==> config.mk <==
export PLATFORM = sky130hd
export DESIGN_NAME = player_updater
export DESIGN_NICKNAME = d
export VERILOG_FILES = /design/src/rtl/player_updater_pkg.sv /design/src/rtl/player_updater_trig_lut.sv /design/src/rtl/player_updater.sv
export SDC_FILE = /design/constraint.sdc
export NUM_CORES = 1
export LEC_CHECK = 0
export ABC_AREA = 1
export CAP_MARGIN = 15
export CORE_MARGIN = 4
export CORE_UTILIZATION = 25
export CTS_CLUSTER_DIAMETER = 200
export DETAILED_ROUTE_END_ITERATION = 16
export GPL_TIMING_DRIVEN = 0
export SYNTH_ARGS = -nofsm -noshare
export SYNTH_HDL_FRONTEND = slang
export SYNTH_HIERARCHICAL = 1
export SYNTH_SLANG_ARGS = --single-unit
==> constraint.sdc <==
create_clock -name clock -period 11.6 [get_ports clock]
set_input_delay 1.74 -clock clock [delete_from_list [all_inputs] [get_ports clock]]
set_output_delay 1.74 -clock clock [all_outputs]
set_load 0.02 [all_outputs]
==> src/rtl/player_updater_pkg.sv <==
// Shared definitions for the player pose updater: grid geometry, FSM states
// and the quarter-wave sine table used by trig_lut.
package player_updater_pkg;

  localparam int GRID_W     = 64;
  localparam int GRID_H     = 32;
  localparam int FRAC_BITS  = 8;
  localparam int ANGLE_BITS = 8;

  localparam logic [2:0] GRID_EMPTY = 3'd0;

  typedef enum logic [3:0] {
    S_IDLE, S_TURN, S_CALC, S_READ_X, S_WAIT_X,
    S_CHECK_X, S_READ_Y, S_WAIT_Y, S_CHECK_Y, S_DONE
  } state_t;

  // round(127*sin(2*pi*i/256)) for i = 0..64
  localparam logic [6:0] QSIN [0:64] = '{
    7'd0,   7'd3,   7'd6,   7'd9,   7'd12,  7'd16,  7'd19,  7'd22,
    7'd25,  7'd28,  7'd31,  7'd34,  7'd37,  7'd40,  7'd43,  7'd46,
    7'd49,  7'd51,  7'd54,  7'd57,  7'd60,  7'd63,  7'd65,  7'd68,
    7'd71,  7'd73,  7'd76,  7'd78,  7'd81,  7'd83,  7'd85,  7'd88,
    7'd90,  7'd92,  7'd94,  7'd96,  7'd98,  7'd100, 7'd102, 7'd104,
    7'd106, 7'd107, 7'd109, 7'd111, 7'd112, 7'd113, 7'd115, 7'd116,
    7'd117, 7'd118, 7'd120, 7'd121, 7'd122, 7'd122, 7'd123, 7'd124,
    7'd125, 7'd125, 7'd126, 7'd126, 7'd126, 7'd127, 7'd127, 7'd127,
    7'd127
  };

endpackage

==> src/rtl/player_updater_trig_lut.sv <==
// Combinational cos/sin (signed Q1.7) of an 8-bit angle, folded from a
// quarter-wave table.
module trig_lut
  import player_updater_pkg::*;
(
  input  logic        [7:0] angle,
  output logic signed [7:0] cos_val,
  output logic signed [7:0] sin_val
);

  function automatic logic signed [7:0] fold(input logic [7:0] a);
    logic [6:0] idx;
    logic [6:0] mag;
    idx = a[6] ? (7'd64 - {1'b0, a[5:0]}) : {1'b0, a[5:0]};
    mag = QSIN[idx];
    return a[7] ? -$signed({1'b0, mag}) : $signed({1'b0, mag});
  endfunction

  // cos(a) = sin(a + quarter turn)
  assign sin_val = fold(angle);
  assign cos_val = fold(angle + 8'd64);

endmodule

==> src/rtl/player_updater.sv <==
// Player pose updater: turn, step along heading, per-axis wall test on the grid.
// Build option PU_NOCLIP_EN: skip grid reads, keep only range checks.
module player_updater
  import player_updater_pkg::*;
#(
  parameter int TURN_STEP = 4,
  parameter int MOVE_STEP = 32
) (
  input  logic        clock,
  input  logic        reset,
  input  logic        start,
  output logic        done,
  input  logic        turn_right,
  input  logic        turn_left,
  input  logic        move_forward,
  input  logic        move_backward,
  input  logic [13:0] cur_pos_x,
  input  logic [12:0] cur_pos_y,
  input  logic [7:0]  cur_angle,
  output logic [13:0] next_pos_x,
  output logic [12:0] next_pos_y,
  output logic [7:0]  next_angle,
  output logic [5:0]  grid_x,
  output logic [4:0]  grid_y,
  input  logic [2:0]  grid_out
);

  state_t state, state_nxt;

  logic        tr, tl, mf, mb;
  logic [13:0] pos_x;
  logic [12:0] pos_y;
  logic [7:0]  angle;
  logic signed [14:0] cx, cy;

  logic signed [7:0]  cos_v, sin_v;
  logic signed [14:0] dx, dy, cx_nxt, cy_nxt;
  logic [13:0]        x_acc;
  logic               cx_ok, cy_ok;

  trig_lut u_trig (
    .angle   (angle),
    .cos_val (cos_v),
    .sin_val (sin_v)
  );

  // |t|*MOVE_STEP>>7 with the sign of t reapplied: truncates toward zero
  function automatic logic signed [14:0] scale(input logic signed [7:0] t);
    logic [7:0]  mag;
    logic [14:0] m;
    mag = t[7] ? 8'(-t) : 8'(t);
    m   = 15'((32'(mag) * 32'(MOVE_STEP)) >> 7);
    return t[7] ? -$signed(m) : $signed(m);
  endfunction

  always_comb begin
    dx = scale(cos_v);
    dy = scale(sin_v);
    if (mb && !mf) begin
      dx = -dx;
      dy = -dy;
    end else if (mf == mb) begin
      dx = '0;
      dy = '0;
    end
    cx_nxt = $signed({1'b0, pos_x}) + dx;
    cy_nxt = $signed({2'b0, pos_y}) + dy;
  end

  // bit 14 catches both negative and >= 16384; y additionally needs bit 13 clear
  assign cx_ok = !cx[14];
  assign cy_ok = !cy[14] && !cy[13];
  assign x_acc = (cx_ok && grid_out == GRID_EMPTY) ? cx[13:0] : pos_x;

  always_ff @(posedge clock) begin
    if (reset) state <= S_IDLE;
    else       state <= state_nxt;
  end

  always_comb begin
    state_nxt = state;
    unique case (state)
      S_IDLE:    if (start) state_nxt = S_TURN;
      S_TURN:    state_nxt = S_CALC;
`ifdef PU_NOCLIP_EN
      S_CALC:    state_nxt = S_DONE;
`else
      S_CALC:    state_nxt = S_READ_X;
`endif
      S_READ_X:  state_nxt = S_WAIT_X;
      S_WAIT_X:  state_nxt = S_CHECK_X;
      S_CHECK_X: state_nxt = S_READ_Y;
      S_READ_Y:  state_nxt = S_WAIT_Y;
      S_WAIT_Y:  state_nxt = S_CHECK_Y;
      S_CHECK_Y: state_nxt = S_DONE;
      S_DONE:    state_nxt = S_IDLE;
      default:   state_nxt = S_IDLE;
    endcase
  end

  always_ff @(posedge clock) begin
    if (reset) begin
      done       <= 1'b0;
      next_pos_x <= '0;
      next_pos_y <= '0;
      next_angle <= '0;
      grid_x     <= '0;
      grid_y     <= '0;
      tr         <= 1'b0;
      tl         <= 1'b0;
      mf         <= 1'b0;
      mb         <= 1'b0;
      pos_x      <= '0;
      pos_y      <= '0;
      angle      <= '0;
      cx         <= '0;
      cy         <= '0;
    end else begin
      unique case (state)
        S_IDLE: if (start) begin
          done  <= 1'b0;
          tr    <= turn_right;
          tl    <= turn_left;
          mf    <= move_forward;
          mb    <= move_backward;
          pos_x <= cur_pos_x;
          pos_y <= cur_pos_y;
          angle <= cur_angle;
        end
        S_TURN: begin
          if (tr && !tl)      angle <= angle + 8'(TURN_STEP);
          else if (tl && !tr) angle <= angle - 8'(TURN_STEP);
        end
        S_CALC: begin
`ifdef PU_NOCLIP_EN
          if (!cx_nxt[14])                pos_x <= cx_nxt[13:0];
          if (!cy_nxt[14] && !cy_nxt[13]) pos_y <= cy_nxt[12:0];
`else
          cx     <= cx_nxt;
          cy     <= cy_nxt;
          grid_x <= cx_nxt[13:8];
          grid_y <= pos_y[12:8];
`endif
        end
        S_CHECK_X: begin
          pos_x  <= x_acc;
          grid_x <= x_acc[13:8];
          grid_y <= cy[12:8];
        end
        S_CHECK_Y: if (cy_ok && grid_out == GRID_EMPTY) pos_y <= cy[12:0];
        S_DONE: begin
          next_pos_x <= pos_x;
          next_pos_y <= pos_y;
          next_angle <= angle;
          done       <= 1'b1;
        end
        default: ;
      endcase
    end
  end

endmodule
# Word-level counts from Yosys, hierarchy flattened
# Memories as Yosys holds them, arrays and structs flattened.
# Index checks and enable logic that the tools add are counted.
# Widths: inputs -> output; s select.
dict set report op_classes {
  n_addsub 15
  multipliers 0
  n_div 0
  order_cmp 2
  eq_ne 14
  shifts 0
  mux 32
  bitwise 2
  n_reduce_logical 25
}
# cell n
set op_table {}
lappend op_table {{$mux 15} 6}
lappend op_table {{$mux 8} 7}
lappend op_table {{$mux 7} 6}
lappend op_table {{$pmux 4 s9} 1}
lappend op_table {{$neg 15->15} 2}
lappend op_table {{$neg 6->15} 2}
lappend op_table {{$mux 14} 2}
lappend op_table {{$pmux 14 s2} 1}
lappend op_table {{$mux 13} 2}
lappend op_table {{$pmux 13 s2} 1}
lappend op_table {{$eq 4x3->1 const B} 4}
lappend op_table {{$ge 8x8->1 const B} 2}
lappend op_table {{$neg 7->8} 2}
lappend op_table {{$neg 8->8} 2}
lappend op_table {{$not 7->8} 2}
lappend op_table {{$pmux 8 s2} 1}
lappend op_table {{$add 14x15->15} 1}
lappend op_table {{$add 15x15->15} 1}
lappend op_table {{$sub 7x6->7 const A} 2}
lappend op_table {{$pmux 6 s2} 1}
lappend op_table {{$pmux 5 s2} 1}
lappend op_table {{$reduce_bool 2->1} 5}
lappend op_table {{$reduce_and 3->1} 3}
lappend op_table {{$add 8x3->8 const B} 1}
lappend op_table {{16 further kinds} 32}
dict set report totals {
  ff_bits 120
  latch_bits 0
  ram_bits 0
  rom_bits 1792
  in_bits 45
  mem_count 2
}
# name words width read_ports rd_clocked_by_memory_dff write_ports line
set memory_table {}
lappend memory_table {{(name not given)} 128 7 1 0 0 player_updater_trig_lut.sv:15} ;# mag = QSIN[idx];
lappend memory_table {{(name not given)} 128 7 1 0 0 player_updater_trig_lut.sv:15}

# Depth between registers and ports, before layout
dict set report logic_depth {
  ltp_word 17
  depth_mapped 51
}

# Cells and area by module
# Netlist, hierarchy kept.
# mod n_inst cells_each area_each_um2 seq_area_each_um2
set by_module_without_submodules {}
lappend by_module_without_submodules {player_updater 1 1062 7199.4 2402.3}
lappend by_module_without_submodules {trig_lut 1 436 2175.8 0.0}

# Least setup slack after synthesis
# No wires, ideal clock.
dict set report synth_path {
  path_type {reg2reg}
  from {register angle[0]}
  to {register cx[14]}
  setup_time_ps 109
  arrival_time_ps 5947
  required_ps 11491
  slack_ps 5544
  stages_incl_launch_ff 47
  n_path_buf 1
  path_cell_list {dfxtp_1 > inv_2 > buf_6 > ha_1 > inv_1 > o21ai_2 > ha_1 > inv_1 > nand3_1 > nand2_1 > nand2_1 > nand2_1 > nand2_1 > nand2_1 > nand2_1 > nand3_1 > inv_1 > ha_1 > [11 not listed] > nor2_1 > nand3_1 > nor2_1 > a21oi_1 > o21ai_0 > inv_1 > ha_1 > nand2_1 > nor3_1 > nand2_1 > o211ai_1 > a31oi_1 > o21ai_0 > a21oi_1 > nand3_1 > nand3_1 > nand2_1 > inv_1}
}
dict set report synth_between {
  elab_chain_len 16
  word_cells_on_any_way 17
  classes_between {add/sub (7); mux (8); bitwise (1); memory (1)}
}
# item line
set synth_rtl {}
lappend synth_rtl {{start, declared} player_updater.sv:33} ;# logic [7:0] angle;
lappend synth_rtl {{start signal, assigned} player_updater.sv:128} ;# angle <= cur_angle;
lappend synth_rtl {{start signal, assigned} player_updater.sv:131} ;# if (tr && !tl) angle <= angle + 8'(TURN_STEP);
lappend synth_rtl {{start signal, assigned} player_updater.sv:132} ;# else if (tl && !tr) angle <= angle - 8'(TURN_STEP);
lappend synth_rtl {{$add 8x7->8 *} player_updater_trig_lut.sv:21} ;# assign cos_val = fold(angle + 8'd64);
lappend synth_rtl {{$sub 7x6->7} player_updater_trig_lut.sv:14} ;# idx = a[6] ? (7'd64 - {1'b0, a[5:0]}) : {1'b0, a[5:0]};
lappend synth_rtl {{$mux 7} player_updater_trig_lut.sv:14}
lappend synth_rtl {{$not 7->8 (not written as such)} player_updater_trig_lut.sv:15}
lappend synth_rtl {{$mem_v2 128x7} -}
lappend synth_rtl {{$mux 7 (not written as such) (2 in series)} player_updater_trig_lut.sv:15}
lappend synth_rtl {{$neg 7->8} player_updater_trig_lut.sv:16} ;# return a[7] ? -$signed({1'b0, mag}) : $signed({1'b0, mag});
lappend synth_rtl {{$mux 8 *} player_updater_trig_lut.sv:16}
lappend synth_rtl {{via cos_v[2]} player_updater.sv:36} ;# logic signed [7:0] cos_v, sin_v;
lappend synth_rtl {{$neg 8->8} player_updater.sv:51} ;# mag = t[7] ? 8'(-t) : 8'(t);
lappend synth_rtl {{$mux 8 *} player_updater.sv:51}
lappend synth_rtl {{$neg 6->15} player_updater.sv:53} ;# return t[7] ? -$signed(m) : $signed(m);
lappend synth_rtl {{$mux 15 *} player_updater.sv:53}
lappend synth_rtl {{$neg 15->15 or $mux 15 (tied branches)} {player_updater.sv:60, player_updater.sv:62}}
lappend synth_rtl {{$mux 15 *} player_updater.sv:59} ;# if (mb && !mf) begin
lappend synth_rtl {{$add 15x15->15 *} player_updater.sv:66} ;# cx_nxt = $signed({1'b0, pos_x}) + dx;
lappend synth_rtl {{end signal, assigned} player_updater.sv:139} ;# cx <= cx_nxt;
lappend synth_rtl {{end, declared} player_updater.sv:34} ;# logic signed [14:0] cx, cy;
# The timed path passes the listed nets; every way through them passes the cells marked *. The select of a mux whose other input is x is not followed.
# A chain may end at the register's enable or synchronous reset.

# Worst setup path after layout
dict set report layout_path {
  from {register angle[0]}
  to {register grid_x[4]}
}
dict set report layout_between {
  elab_chain_len 17
  word_cells_on_any_way 18
  classes_between {add/sub (7); mux (9); bitwise (1); memory (1)}
}
# item line
set layout_rtl {}
lappend layout_rtl {{$add 8x7->8 *} player_updater_trig_lut.sv:21}
lappend layout_rtl {{$sub 7x6->7} player_updater_trig_lut.sv:14}
lappend layout_rtl {{$mux 7} player_updater_trig_lut.sv:14}
lappend layout_rtl {{$not 7->8 (not written as such)} player_updater_trig_lut.sv:15}
lappend layout_rtl {{$mem_v2 128x7} -}
lappend layout_rtl {{$mux 7 (not written as such) (2 in series)} player_updater_trig_lut.sv:15}
lappend layout_rtl {{$neg 7->8} player_updater_trig_lut.sv:16}
lappend layout_rtl {{$mux 8 *} player_updater_trig_lut.sv:16}
lappend layout_rtl {{via cos_v[2]} player_updater.sv:36}
lappend layout_rtl {{$neg 8->8} player_updater.sv:51}
lappend layout_rtl {{$mux 8 *} player_updater.sv:51}
lappend layout_rtl {{$neg 6->15} player_updater.sv:53}
lappend layout_rtl {{$mux 15 *} player_updater.sv:53}
lappend layout_rtl {{$neg 15->15 or $mux 15 (tied branches)} {player_updater.sv:60, player_updater.sv:62}}
lappend layout_rtl {{$mux 15 *} player_updater.sv:59}
lappend layout_rtl {{$add 15x15->15 *} player_updater.sv:66}
lappend layout_rtl {{$pmux 6 s2 *} player_updater.sv:119} ;# unique case (state)
lappend layout_rtl {{end signal, assigned} player_updater.sv:141} ;# grid_x <= cx_nxt[13:8];
lappend layout_rtl {{end signal, assigned} player_updater.sv:147} ;# grid_x <= x_acc[13:8];
lappend layout_rtl {{end, declared} player_updater.sv:23} ;# output logic [5:0] grid_x,
# Marked as above.

==> key figures <==
Status
  • Status: completed

Layout
  • Final std cells w/o fill: 2088
  • Nets@finish: 1713
  • Design area: 0.0115 mm2
  • Layout cells sized above 1: 7.72%
  • # diodes: 0
  • Filler cells: 4056
  • Area Growth Syn to Fin: 22.7%

Logic synthesis
  • Post-synth ARST share: 0%
  • Synthesis-stage register bit count: 120
  • Post-Synthesis Cells: 1498
  • Syn Area/Cell: ~6.3 um2
  • Main synth FF type: dfxtp_1
  • Cell taking the most area after synthesis: dfxtp_1
  • Post-synth top area share: 25.6%
  • Yosys cell types: 45
  • Post-synth EDFFs: 0
  • Synth top area cells: dfxtp_1, nand2_1, o21ai_0
  • Net count after synthesis: between 1500 and 2000
  • Post-synthesis sequential area ratio: 25.6%
  • Warnings from Yosys: 6
  • Cell area after synthesis: around 0.0094 mm2

STA
  • Minimum clock period: 7680 ps
  • Maximum clock rate: 130 MHz
  • Fin crit share: 66.2%
  • Worst-Margin Slew: 797 ps
  • PnR worst setup slack: ~3900 ps
  • Total negative slack: 0 ps
  • Finish-stage setup viols: 0
  • Slew HR: 46.9%
  • Final Hold Fails: 0
  • Final Hold Slack: 467 ps
  • Final Skew: 11.3 ps
  • RSZ-0062 raised after global routing: false
  • Final Max Tran Viols: 0

Power and ir drop
  • Power per cell area: 226 mW/mm2
  • Maximum vdd drop: 0.000131 V
  • Static Leak: roughly 5.5 nW

Setup path
  • Critical-path top delay cell: dfxtp_1
  • Worst endpoint required time: about 12000 ps
  • Crit path max-delay family: compound AO/OA/AOI/OAI gates
  • Worst Path Buf+Inv: 8
  • Peak fanout along the critical path: 18
  • FF-to-FF Start: angle[0]
  • Most frequent CP cell: nand2_1
  • Worst setup startpoint: angle[0]
  • Setup CP Type: flop to flop
  • CP Launch Type: flop
  • Slowest stage delay, CP: between 700 and 800 ps
  • CP Data Arrival Time: 8030 ps
  • CP endpoint kind: flop

Floorplanning
  • Die width: between 200 and 250 um
  • Die height: 202 um
  • Cell Rows: 70
  • IO Pins: 92
  • Die area: 0.0407 mm2
  • Core region area: 0.0368 mm2
  • Initial Util: 25.5%

Place
  • Worst slack, placed: 4020 ps
  • Port Buffer Count: 90
  • Placed insts: ~2000
  • GPL Wtd Cong: 0.894
  • DP HPWL: 24400 um
  • Placed Area: 0.0109 mm2

Clock tree
  • Clock Tree Root: clkbuf_16
  • Clock latency on the worst-skew pair: 430 ps
  • CTS tree: done
  • Number of post-CTS setup repair buffers: 0
  • Depth of the CTS H-tree: 4
  • Cts repair resizes: 0
  • Maximum buffer depth of the clock tree: 2
  • Worst-path clk slew: 60 ps
  • TritonCTS Buffers: 17
  • # hold bufs at CTS: 0
  • CTS sink cnt: 120

Drt
  • DR vias/cell: 4.90
  • WL final: 31500 um
  • TritonRoute pass-1 iters: 5
  • Initial DRC count: 705
  • Via count: 10230
  • DRC Markers: 0
  • DRT antenna net count: 0
  • WL/cell: 15.1 um

Global route
  • Largest net degree at the start of global routing: 19
  • Gr usage total: 15.2%
  • Grt total ovfl: 0
  • Vias in the first global route: 9710
  • Initial antenna violation count: 0
  • First-pass GRT wire length: 50800 um

Hold path
  • Worst hold path startpoint: cx[8]
  • Worst min path class: flop to flop

Run
  • Max_cap viols: 0
[report_power, final]
part / switching, W / internal (W)
combinational: 0.00101 / 0.000507
sequential: 0.0000425 / 0.000450
clock: 0.000221 / 0.000365
total: 0.00127 / 0.00132
[worst register-to-register path: cells and delay by family (launching register included)]
kind | cells | cell delay [ps]
adders and majority gates | 6 | 1770
buffers and inverters | 8 | 760
xor gates and xnor gates | 2 | 540
AOI/OAI and AO/OA | 9 | 2060
and+or+nand+nor | 19 | 1790
DFF | 1 | 730
[cell type report]
cell class	count	area (um2)	share of cell area, %
multi-input cells	1152	6010	52.3
flip-flops and latches	120	2400	20.9
repair buffers	90	901	7.83
inverters	168	633	5.50
well taps	468	586	5.09
clock buffers	17	425	3.70
plain buffers	58	327	2.84
clock inverters	15	216	1.88
[registers in the layout (all words and copies together), names as in the netlist, 4 cells and up]
| name | count |
|---|---|
| pos_y | 13 |
| next_pos_y | 13 |
| next_angle | 8 |
| next_pos_x | 14 |
| cx | 15 |
| cy | 15 |
| grid_x | 6 |
| state | 4 |
| angle | 8 |
| grid_y | 5 |
| pos_x | 14 |
[worst paths after layout]
check | endpoint | slack, ps | depth (start not counted)
worst max-delay path | grid_x[4] | 3920 | 44
worst min-delay path | cx[8] | 470 | 2
worst max register to register | grid_x[4] | 3920 | 44
worst min register to register | cx[8] | 470 | 2
[cell usage in the layout (no fill, tap or decap), types with 17 or more instances in the layout]
cell type	n
nand2_1	361
nor2_1	175
o21ai_0	158
inv_1	154
dfxtp_1	120
nand3_1	107
a21oi_1	100
clkdlybuf4s50_1	90
ha_1	58
clkbuf_1	33
a31oi_1	22
nand2_2	21
o21ai_1	17
clkbuf_16	17
[kinds of logic (layout without fill, tap and decap cells)]
kind of cell    Yosys count  after routing  synth area share [%]
xor+xnor                 25             25                  2.34
simple gates            728            728                  33.8
compound gates          334            334                  19.2
flops                   120            120                  25.6
mux                       4              4                 0.427
buf+inv                 226            348                  10.2
fa+ha+maj                61             61                  8.38
[synth_stat cells, types with 6 or more instances]
master / n
nand2_1: 361
nor2_1: 175
o21ai_0: 158
inv_1: 154
dfxtp_1: 120
nand3_1: 107
a21oi_1: 100
ha_1: 58
clkbuf_1: 33
a31oi_1: 22
nand2_2: 21
o21ai_1: 17
nand4_1: 15
xor2_1: 15
buf_6: 12
inv_2: 12
nor2_2: 11
o211ai_1: 11
nand3_2: 10
xnor2_1: 10
a211oi_1: 8
nor3_1: 8
buf_2: 6
o21ai_2: 6
o21bai_1: 6
[metal layers]
layer	part of all wire [%]	vias to the layer above	GRT usage, %
met4	2.6	0	4.83
li1	-	5147	-
met3	5.7	51	2.87
met2	45	310	24.5
met1	47	4722	20.6
met5	0	-	0
[stage by stage]
stage	power, W	utilization (%)
5_1_grt	0.00284	31.3
6_report	0.00260	31.3
4_1_cts	0.00259	31.3
3_5_place_dp	0.00200	29.5
2_1_floorplan	0.00166	-
3_3_place_gp	0.00198	29.5
Note: power is estimated with default switching activity, not from simulation.
